[config.mk]
export PLATFORM = sky130hd
export DESIGN_NAME = cv32e40p_rf_recovery_seq
export DESIGN_NICKNAME = d
export VERILOG_FILES = /design/src/rtl/cv32e40p_recovery_pkg.sv /design/src/rtl/cv32e40p_recovery_wr_lane.sv /design/src/rtl/cv32e40p_rf_recovery_seq.sv
export SDC_FILE = /design/constraint.sdc
export NUM_CORES = 1
export LEC_CHECK = 0
export BUFFER_PORTS_ARGS = -buffer_cell sky130_fd_sc_hd__buf_2
export CAP_MARGIN = 20
export CORE_MARGIN = 2
export CORE_UTILIZATION = 35
export CTS_CLUSTER_DIAMETER = 200
export DETAILED_ROUTE_END_ITERATION = 8
export GPL_ROUTABILITY_DRIVEN = 1
export PLACE_DENSITY = 0.78
export SETUP_SLACK_MARGIN = 0.05
export SYNTH_ARGS = -nofsm -noshare
export SYNTH_HDL_FRONTEND = slang
export SYNTH_SLANG_ARGS = --single-unit
[constraint.sdc]
create_clock -name clk_i -period 1.8 [get_ports clk_i]
set_input_delay 0.45 -clock clk_i [delete_from_list [all_inputs] [get_ports clk_i]]
set_output_delay 0.45 -clock clk_i [all_outputs]
set_load 0.01 [all_outputs]
[src/rtl/cv32e40p_recovery_pkg.sv]
// ----------------------------------------------------------------------------
// cv32e40p_recovery_pkg
//
// Shared types for the register-file recovery sequencer:
//   recovery_state_e    : sequencer FSM states
//   RECOVERY_MAX_WPORTS : widest supported lane count
//   recovery_lane_t     : one lane's write beat (valid, addr, data) as seen
//                         by the core register file
// ----------------------------------------------------------------------------
package cv32e40p_recovery_pkg;

  localparam int RECOVERY_MAX_WPORTS = 4;

  // Register indices never exceed 63 (64-entry RF with FP registers folded in).
  localparam int RECOVERY_ADDR_W = 6;
  // cv32e40p is RV32: register words are 32 bits.
  localparam int RECOVERY_DATA_W = 32;

  typedef enum logic [2:0] {
    IDLE  = 3'd0,
    COPY  = 3'd1,
    DRAIN = 3'd2,
    CSR   = 3'd3,
    PC    = 3'd4
  } recovery_state_e;

  typedef struct packed {
    logic                       valid;
    logic [RECOVERY_ADDR_W-1:0] addr;
    logic [RECOVERY_DATA_W-1:0] data;
  } recovery_lane_t;

endpackage

[src/rtl/cv32e40p_recovery_wr_lane.sv]
// ----------------------------------------------------------------------------
// cv32e40p_recovery_wr_lane
//
// One write lane of the recovery sequencer. Registers the checkpoint read
// address issued this cycle; in the following cycle the checkpoint data
// arrives and is forwarded to the core RF together with that address.
//
// Ports:
//   clk_i, rst_ni : clock, synchronous active-low reset
//   issue_i       : an address is issued on this lane this cycle
//   addr_i        : issued address (one bit wider than the RF address)
//   rdata_i       : checkpoint data for the address issued last cycle
//   wr_o          : write beat to the core RF (valid = masked write enable)
// ----------------------------------------------------------------------------
module cv32e40p_recovery_wr_lane
  import cv32e40p_recovery_pkg::*;
#(
  parameter int NUM_REGS   = 32,
  parameter int ADDR_WIDTH = 6,
  parameter int DATA_WIDTH = 32
) (
  input  logic                  clk_i,
  input  logic                  rst_ni,
  input  logic                  issue_i,
  input  logic [ADDR_WIDTH:0]   addr_i,
  input  logic [DATA_WIDTH-1:0] rdata_i,
  output recovery_lane_t        wr_o
);

  localparam logic [ADDR_WIDTH:0] ADDR_LIMIT = (ADDR_WIDTH+1)'(NUM_REGS);

  logic                valid_d, valid_q;
  logic [ADDR_WIDTH:0] addr_d, addr_q;
  logic                we;

  // NOTE: every variable assigned in always_comb gets a default first, so no
  // path through the block leaves it unassigned and no latch is inferred.
  always_comb begin
    valid_d = issue_i;
    addr_d  = '0;
    if (issue_i) begin
      addr_d = addr_i;
    end
  end

  // NOTE: sequential state uses non-blocking assignments so every flop samples
  // the pre-edge values regardless of block ordering.
  always_ff @(posedge clk_i) begin
    if (!rst_ni) begin
      valid_q <= 1'b0;
      addr_q  <= '0;
    end else begin
      valid_q <= valid_d;
      addr_q  <= addr_d;
    end
  end

  // x0 is hardwired to zero, and the last beat may carry lanes past the end
  // of the register file when NUM_REGS is not a multiple of the lane count.
  assign we = valid_q && (addr_q != '0) && (addr_q < ADDR_LIMIT);

  always_comb begin
    wr_o       = '0;
    wr_o.valid = we;
    wr_o.addr  = RECOVERY_ADDR_W'(addr_q);
    // Gate data with valid so the RF data bus is quiet outside write beats.
    if (valid_q) begin
      wr_o.data = RECOVERY_DATA_W'(rdata_i);
    end
  end

endmodule

[src/rtl/cv32e40p_rf_recovery_seq.sv]
// ----------------------------------------------------------------------------
// cv32e40p_rf_recovery_seq
//
// Restores cv32e40p architectural state from a checkpoint source: streams
// the register file through NUM_WPORTS parallel lanes, then strobes CSR
// recovery (if CSR_EN) and PC recovery.
//
// Ports:
//   clk_i, rst_ni  : clock, synchronous active-low reset
//   recover_req_i  : start request, sampled only in IDLE
//   abort_i        : abandon a running sequence (no completion pulses)
//   busy_o         : sequence in progress (drives core recover_i)
//   done_o         : one-cycle completion pulse
//   src_raddr_o    : checkpoint read addresses, one per lane
//   src_rdata_i    : checkpoint data, valid one cycle after the address
//   rf_we_o/rf_waddr_o/rf_wdata_o : core RF write ports, one per lane
//   csr_recover_o  : one-cycle strobe loading the recovery CSRs
//   pc_recover_o   : one-cycle strobe to the core pc_recover_i
// ----------------------------------------------------------------------------
module cv32e40p_rf_recovery_seq
  import cv32e40p_recovery_pkg::*;
#(
  parameter int NUM_REGS   = 32,
  parameter int NUM_WPORTS = 2,
  parameter int ADDR_WIDTH = 6,
  parameter int DATA_WIDTH = 32,
  parameter bit CSR_EN     = 1'b1
) (
  input  logic                             clk_i,
  input  logic                             rst_ni,
  input  logic                             recover_req_i,
  input  logic                             abort_i,
  output logic                             busy_o,
  output logic                             done_o,
  output logic [NUM_WPORTS*ADDR_WIDTH-1:0] src_raddr_o,
  input  logic [NUM_WPORTS*DATA_WIDTH-1:0] src_rdata_i,
  output logic [NUM_WPORTS-1:0]            rf_we_o,
  output logic [NUM_WPORTS*ADDR_WIDTH-1:0] rf_waddr_o,
  output logic [NUM_WPORTS*DATA_WIDTH-1:0] rf_wdata_o,
  output logic                             csr_recover_o,
  output logic                             pc_recover_o
);

  // Base counter carries one extra bit so it cannot wrap at NUM_REGS = 64.
  localparam logic [ADDR_WIDTH:0] BASE_STEP = (ADDR_WIDTH+1)'(NUM_WPORTS);

  recovery_state_e                 state_d, state_q;
  logic [ADDR_WIDTH:0]             base_d, base_q;
  logic                            busy_d, busy_q;
  logic                            csr_d, csr_q;
  logic                            pc_d, pc_q;
  logic [NUM_WPORTS*ADDR_WIDTH-1:0] raddr_d, raddr_q;
  logic                            issue;

  always_comb begin
    state_d = state_q;
    base_d  = base_q;
    unique case (state_q)
      IDLE: begin
        if (recover_req_i) begin
          state_d = COPY;
          base_d  = '0;
        end
      end
      COPY: begin
        base_d = base_q + BASE_STEP;
        if (int'(base_q) + NUM_WPORTS >= NUM_REGS) begin
          state_d = DRAIN;
        end
      end
      DRAIN:   state_d = CSR_EN ? CSR : PC;
      CSR:     state_d = PC;
      PC:      state_d = IDLE;
      default: state_d = IDLE;
    endcase
    if (abort_i && (state_q != IDLE)) begin
      state_d = IDLE;
    end
  end

  // Outputs are decoded from the next state and registered, so each strobe
  // lines up with the state it belongs to and an abort suppresses them.
  always_comb begin
    busy_d  = (state_d != IDLE);
    csr_d   = (state_d == CSR);
    pc_d    = (state_d == PC);
    raddr_d = '0;
    if (state_d == COPY) begin
      for (int p = 0; p < NUM_WPORTS; p++) begin
        raddr_d[p*ADDR_WIDTH +: ADDR_WIDTH] =
          ADDR_WIDTH'(base_d + (ADDR_WIDTH+1)'(p));
      end
    end
  end

  // NOTE: reset is synchronous; every flop here, including the address
  // registers, is cleared so all outputs read zero straight after reset.
  always_ff @(posedge clk_i) begin
    if (!rst_ni) begin
      state_q <= IDLE;
      base_q  <= '0;
      busy_q  <= 1'b0;
      csr_q   <= 1'b0;
      pc_q    <= 1'b0;
      raddr_q <= '0;
    end else begin
      state_q <= state_d;
      base_q  <= base_d;
      busy_q  <= busy_d;
      csr_q   <= csr_d;
      pc_q    <= pc_d;
      raddr_q <= raddr_d;
    end
  end

  assign busy_o        = busy_q;
  assign csr_recover_o = csr_q;
  assign pc_recover_o  = pc_q;
  assign done_o        = pc_q;
  assign src_raddr_o   = raddr_q;

  // An abort in COPY must not leave a write beat in flight.
  assign issue = (state_q == COPY) && !abort_i;

  for (genvar p = 0; p < NUM_WPORTS; p++) begin : g_lane
    recovery_lane_t lane_wr;

    cv32e40p_recovery_wr_lane #(
      .NUM_REGS  (NUM_REGS),
      .ADDR_WIDTH(ADDR_WIDTH),
      .DATA_WIDTH(DATA_WIDTH)
    ) u_lane (
      .clk_i  (clk_i),
      .rst_ni (rst_ni),
      .issue_i(issue),
      .addr_i (base_q + (ADDR_WIDTH+1)'(p)),
      .rdata_i(src_rdata_i[p*DATA_WIDTH +: DATA_WIDTH]),
      .wr_o   (lane_wr)
    );

    assign rf_we_o[p]                              = lane_wr.valid;
    assign rf_waddr_o[p*ADDR_WIDTH +: ADDR_WIDTH]  = ADDR_WIDTH'(lane_wr.addr);
    assign rf_wdata_o[p*DATA_WIDTH +: DATA_WIDTH]  = DATA_WIDTH'(lane_wr.data);
  end

endmodule

==> impl_metrics.ini, run 1 <==
[status]
status = finished with violations
violations = setup timing

[global_route]
grt.overflow.total = 0
antenna_found_initial = 0
grt_pass1_wl_mm = 8.09
first_global_vias = 1745
grt_max_degree = 45
grt_use_total_pct = 16.1

[worst_setup_path]
critPathLaunch = g_lane[1].u_lane.addr_q[3]
critPathBufInv = 1
crit_path_cell_trace = or4_4 > nor2_4 > nor4b_2 > buf_2
critical_path_required_ns = 1.35
r2r-start = state_q[2]
cp.arrival_ns = 1.44
start_kind = flip-flop
rr_worst_depth = 4
critical-path-top-delay-family = simple AND/OR/NAND/NOR gates
reg2reg_to = src_raddr_o[10]
critical_path.endpoint_type = output pin
rrSetupSlack_ns = 0.16
max_stage_delay_ns = 0.53
cp_max_fo = 2
worstSetupPathType = reg2out
cp_slowest_cell = or4_4

[logic_synthesis]
synth.top_cell.area_share_pct = 38.4
dominantRegCellSynth = dfxtp_1
syn_nets = 319
synth_compound_area_share_pct = 6.90
yosysMostFrequentCell = and2_1
ys_top_cells_by_area = dfxtp_1, and2_1, buf_4, nor2_1, ha_1
synth_cells = 247
syn-mean-instance-area_um2 = 8.44
synth_enable_flop_cells = 0
synth_top_family_by_area = simple AND/OR/NAND/NOR gates
synthArstFlopShare_pct = 0
synth-seq-cells = 40
synth_xor_area_share_pct = 2.94
muxShareOfSynthArea_pct = 1.44
syn_area_mm2 = 0.00209
yosys.area.top_type = dfxtp_1
synth_warnings = 0
synth-simple-area-share_pct = 38.5
ys_types = 40
ys_top_cells_by_count = and2_1, dfxtp_1, nor2_1
yosysSeqAreaShare_pct = 38.4
synth_fa_ha_area_share_pct = 2.40

[clocking]
root_buffer = clkbuf_8
cts_max_path_buffers = 2
cts-buffers-inserted = 5
post-cts-setup-buffers = 0
cts_tree = yes
clock_latency_ns = 0.29
cts_num_sinks = 40
h-tree-depth = 2
cts.clk_slew.worst_paths_ns = 0.08
hold_buffers = 0

[cells_and_area]
final_nets = 472
drive_gt1_share_pct = 49.4
n_antenna_cell = 0
fin_cells = 476
syn2layout_area_growth_pct = 46.7

[placed_design]
hpwl_mm = 4.79
place_inst = 468
io_buffers = 161
gp_congestion = 0.871

[floorplanning]
rows = 28
die_area_mm2 = 0.00659
die_w_um = 81.2
die_h_um = 81.2
coreArea_mm2 = 0.00585
num_io_pins = 162
start_util_pct = 35.7

[worst_hold_path]
worstHoldEndpoint = state_q[1]
hp-class = in2reg
holdPathStages = 2
hold_start = abort_i

[routing]
vias = 2145
totalWireLength_mm = 5.78
ant_nets = 0
first_iter_violations = 103
drc = 0
via_per_inst = 4.51
wl_per_cell_um = 12.1
first_pass_iters = 5

[sta]
min_period_ns = 1.89
setup_ws_ns = -0.0908
final_hold_viol_count = 0
rsz0062_at_grt = yes
finalSetupViolCount = 2
fmax_mhz = 529
slew_viol_final = 0
fin_crit_sh_pct = 105
finClkSkew_ns = 0.00914
hold_ws_ns = 0.377

[power]
ir_drop_mv = 0.650
power.leakage_nw = 1.68
power_density_mw_per_mm2 = 575

[run]
maxCapViolations = 0
[worst max-delay path by stage]
stage,endpoint,slack (ns),cells past startpoint
6_report,rf_we_o[1],-0.09,4
5_1_grt,rf_we_o[1],-0.15,4
4_1_cts,rf_we_o[1],-0.09,4
3_5_place_dp,src_raddr_o[11],0.06,5
3_3_place_gp,src_raddr_o[11],0.08,5
2_1_floorplan,src_raddr_o[10],0.05,7
[cells in the final DEF (no fill, tap or decap), types with 2 or more instances in the layout]
cell type,Yosys,final
buf_2,2,161
and2_1,77,77
dfxtp_1,40,37
nor2_1,24,22
buf_4,15,13
nand2_1,8,8
clkbuf_8,0,6
inv_1,5,5
nor2b_1,5,5
nor3_1,4,4
xnor2_1,4,4
ha_1,4,4
a31oi_1,3,3
a21oi_1,3,3
nand3_1,3,3
mux2i_1,3,3
xor2_1,3,3
dfxtp_2,0,3
nand4b_1,2,2
o21ai_0,2,2
o2bb2ai_1,3,2
and4_1,2,2
nor3_2,2,2
and3_1,3,2
clkinv_2,0,2
[state kept, by name, indices dropped and copies added (netlist names)]
name and flops:
busy_o 1, base_q 7, csr_recover_o 1, g_lane.u_lane.valid_q 1
src_raddr_o 12, g_lane.u_lane.addr_q 14, done_o 1, state_q 3
[stage by stage]
stage	utilization, %	power, mW	setup slack [ns]	setup TNS [ns]	cell area [µm²]
after CTS	51.5	1.77	-0.0911	-0.168	3010
after global routing	52.3	1.83	-0.149	-0.274	3060
after detailed placement	49.8	1.16	0.0611	0	2920
after global placement	49.8	1.16	0.0818	0	2920
after floorplan	-	1.03	0.0549	0	2090
final	52.3	1.76	-0.0908	-0.148	3060
[timing repair]
item / CTS / global route
gates resized for setup: 1 / 13
pin swaps: 0 / 2
setup endpoints to repair: 3 / 10
[layer usage]
layer	part of all wire (%)	global-route usage, %
met1	39	18.3
met2	51	29.1
met3	9.6	4.56
met4	0.69	4.92
met5	0	0
[layout make-up]
cell class                 count  area [µm²]
fill                         572        2790
tap                           75        93.8
clock buffer                   6        82.6
multi-input combinational    173        1140
clock inverter                 2        10.0
inverter                       5        18.8
sequential                    40         805
timing repair buffer         175         915
[where the power goes]
part           switching (mW)  total, mW  leakage, nW  internal, mW
Clock                   0.301      0.607       0.0510         0.306
Combinational           0.116      0.244         1.31         0.129
Sequential            0.00977      0.909        0.325         0.899
Total                   0.426       1.76         1.68          1.33
[kinds of logic after synthesis]
family,Yosys count
compound gates,20
mux,3
fa+ha+maj,4
simple gates,138
flops,40
buf+inv,34
other cells,1
xor+xnor,7
[worst register-to-register path: cells and delay by family, from the launching register on]
family / cells / cell delay (ns)
compound gates: 2 / 0.83
flops: 1 / 0.37
simple gates: 2 / 0.38
(Power assumes the default switching activity.)
==> run 2, diff against run 1 <==
--- a/config.mk
+++ b/config.mk
@@ -13,6 +13,7 @@
 export DETAILED_ROUTE_END_ITERATION = 8
 export GPL_ROUTABILITY_DRIVEN = 1
 export PLACE_DENSITY = 0.78
+export REMOVE_ABC_BUFFERS = 1
 export SETUP_SLACK_MARGIN = 0.05
 export SYNTH_ARGS = -nofsm -noshare
 export SYNTH_HDL_FRONTEND = slang
==> run 2 against run 1 <==
The flow still finishes with violations (setup timing). Largest power group unchanged. Global-route usage rose by 2.2 points. Sequential power hardly changed. Setup slack better by 0.020 ns. Critical path type unchanged. First-iteration DRC count fell by 28%. Sequential share of layout area is 0.065 points higher. Power down 1.8%. Hold slack worse by 0.0053 ns. Non-clock buffer count shrank 2.
==> impl_metrics.ini, run 2 (synthesized netlist as in run 1, its figures left out) <==
[floorplanning]
num_io_pins = 162
rows = 28
die_w_um = 81.2
coreArea_mm2 = 0.00585
die_area_mm2 = 0.00659
start_util_pct = 35.7
die_h_um = 81.2

[clocking]
cts_num_sinks = 40
post-cts-setup-buffers = 0
root_buffer = clkbuf_8
cts.clk_slew.worst_paths_ns = 0.07
h-tree-depth = 2
cts_tree = yes
clock_latency_ns = 0.29
cts-buffers-inserted = 5
cts_max_path_buffers = 2

[global_route]
antenna_found_initial = 0
grt_pass1_wl_mm = 9.15
grt_use_total_pct = 18.2
grt_max_degree = 67
first_global_vias = 1913
grt.overflow.total = 0

[worst_setup_path]
rr_worst_depth = 6
r2r-start = base_q[1]
rrSetupSlack_ns = 0.14
cp.arrival_ns = 1.42
critical_path_required_ns = 1.35
reg2reg_to = src_raddr_o[10]
worstSetupPathType = reg2out
cp_max_fo = 2
start_kind = flip-flop
critical_path.endpoint_type = output pin

[cells_and_area]
largest_register = g_lane.u_lane.addr_q
ff_latch_area_um2 = 805
fin_cells = 474
fill_cells = 576
final_nets = 470
layout_common_cells = buf_2, and2_1, dfxtp_1, nor2_1, buf_4
layout_commonest_cell = buf_2
syn2layout_area_growth_pct = 46.4
largest_reg_flops = 14
drive_gt1_share_pct = 48.9
n_antenna_cell = 0
multiInputGateArea_mm2 = 0.00112

[sta]
finalSetupViolCount = 2
fmax_mhz = 534
slew_viol_final = 0
finClkSkew_ns = 0.00878
final_hold_viol_count = 0
min_period_ns = 1.87
rsz0062_at_grt = yes
totalNegativeSetupSlack_ns = -0.109
setup_ws_ns = -0.0711
hold_ws_ns = 0.372
fin_crit_sh_pct = 104

[run]
maxCapViolations = 0

[routing]
first_pass_iters = 4
first_iter_violations = 74
drc = 0
ant_nets = 0
via_per_inst = 4.63
wl_per_cell_um = 14.0
vias = 2194
totalWireLength_mm = 6.63

[power]
pwr-share-seq_pct = 52.6
power_frac_clock_pct = 33.2
power.leakage_nw = 1.67
p_sw_mw = 0.431
switching_share_pct = 25.0
ir_drop_mv = 0.463
comb_power_share_pct = 14.2
internal-power_mw = 1.30
power_density_mw_per_mm2 = 566

[worst_hold_path]
hold_start = abort_i
hp-class = in2reg
holdPathStages = 2
worstHoldEndpoint = state_q[1]

[placed_design]
gp_congestion = 0.872
hpwl_mm = 5.37
place_inst = 465
io_buffers = 161
place_ws_ns = -0.0216

[status]
status = finished with violations
violations = setup timing
==> run 2: power by group through the flow <==
stage                     sequential, mW  combinational (mW)  clock, mW
after global routing               0.909               0.273      0.630
after detailed placement           0.927               0.235          0
final                              0.908               0.245      0.574
after floorplan                    0.941              0.0803          0
after global placement             0.927               0.232          0
after CTS                          0.906               0.236      0.590
==> run 2: timing repair <==
item                       CTS  global route
gates resized for setup      1            10
setup endpoints to repair    4            14
cloned                       0             1
pin swaps                    0             2
hold buffers                 0             0
==> run 2: worst max-delay path, cell delays in order (launching register included) <==
cell and delay (ns):
dfxtp_1 0.31, or4_4 0.52, nor2_2 0.11, nor4b_1 0.05, buf_2 0.14
==> run 2: layout make-up <==
type | count | area share [%]
repair buffers | 173 | 30.3
flip-flops and latches | 40 | 26.4
inverters | 5 | 0.615
multi-input cells | 173 | 36.8
clock buffers | 5 | 2.25
clock inverters | 3 | 0.615
well taps | 75 | 3.07
==> run 2: how the worst max path moves through the flow <==
| stage | startpoint | endpoint | slack, ns | cells past startpoint |
|---|---|---|---|---|
| final | g_lane[0].u_lane.addr_q[4] | rf_we_o[0] | -0.07 | 4 |
| after global routing | g_lane[0].u_lane.addr_q[4] | rf_we_o[0] | -0.14 | 4 |
| after CTS | g_lane[0].u_lane.addr_q[0] | rf_we_o[0] | -0.08 | 4 |
| after detailed placement | recover_req_i | src_raddr_o[10] | -0.02 | 7 |
| after global placement | recover_req_i | src_raddr_o[10] | 0.02 | 7 |
| after floorplan | g_lane[0].u_lane.valid_q | rf_we_o[0] | -0.07 | 1 |
==> run 2: through the flow <==
step                      instance area, µm²  power (mW)  utilization [%]
final                                   3050        1.73             52.2
after global routing                    3050        1.81             52.2
after CTS                               2990        1.73             51.2
after detailed placement                2910        1.16             49.7
after global placement                  2910        1.16             49.7
after floorplan                         1910        1.02                -
==> run 2: routing by layer <==
layer | GRT usage, % | up-vias | wire length (µm)
li1 | - | 1083 | -
met1 | 21.7 | 981 | 2570
met2 | 32.5 | 118 | 3390
met3 | 4.78 | 12 | 581
met4 | 4.75 | 0 | 89
met5 | 0 | - | 0
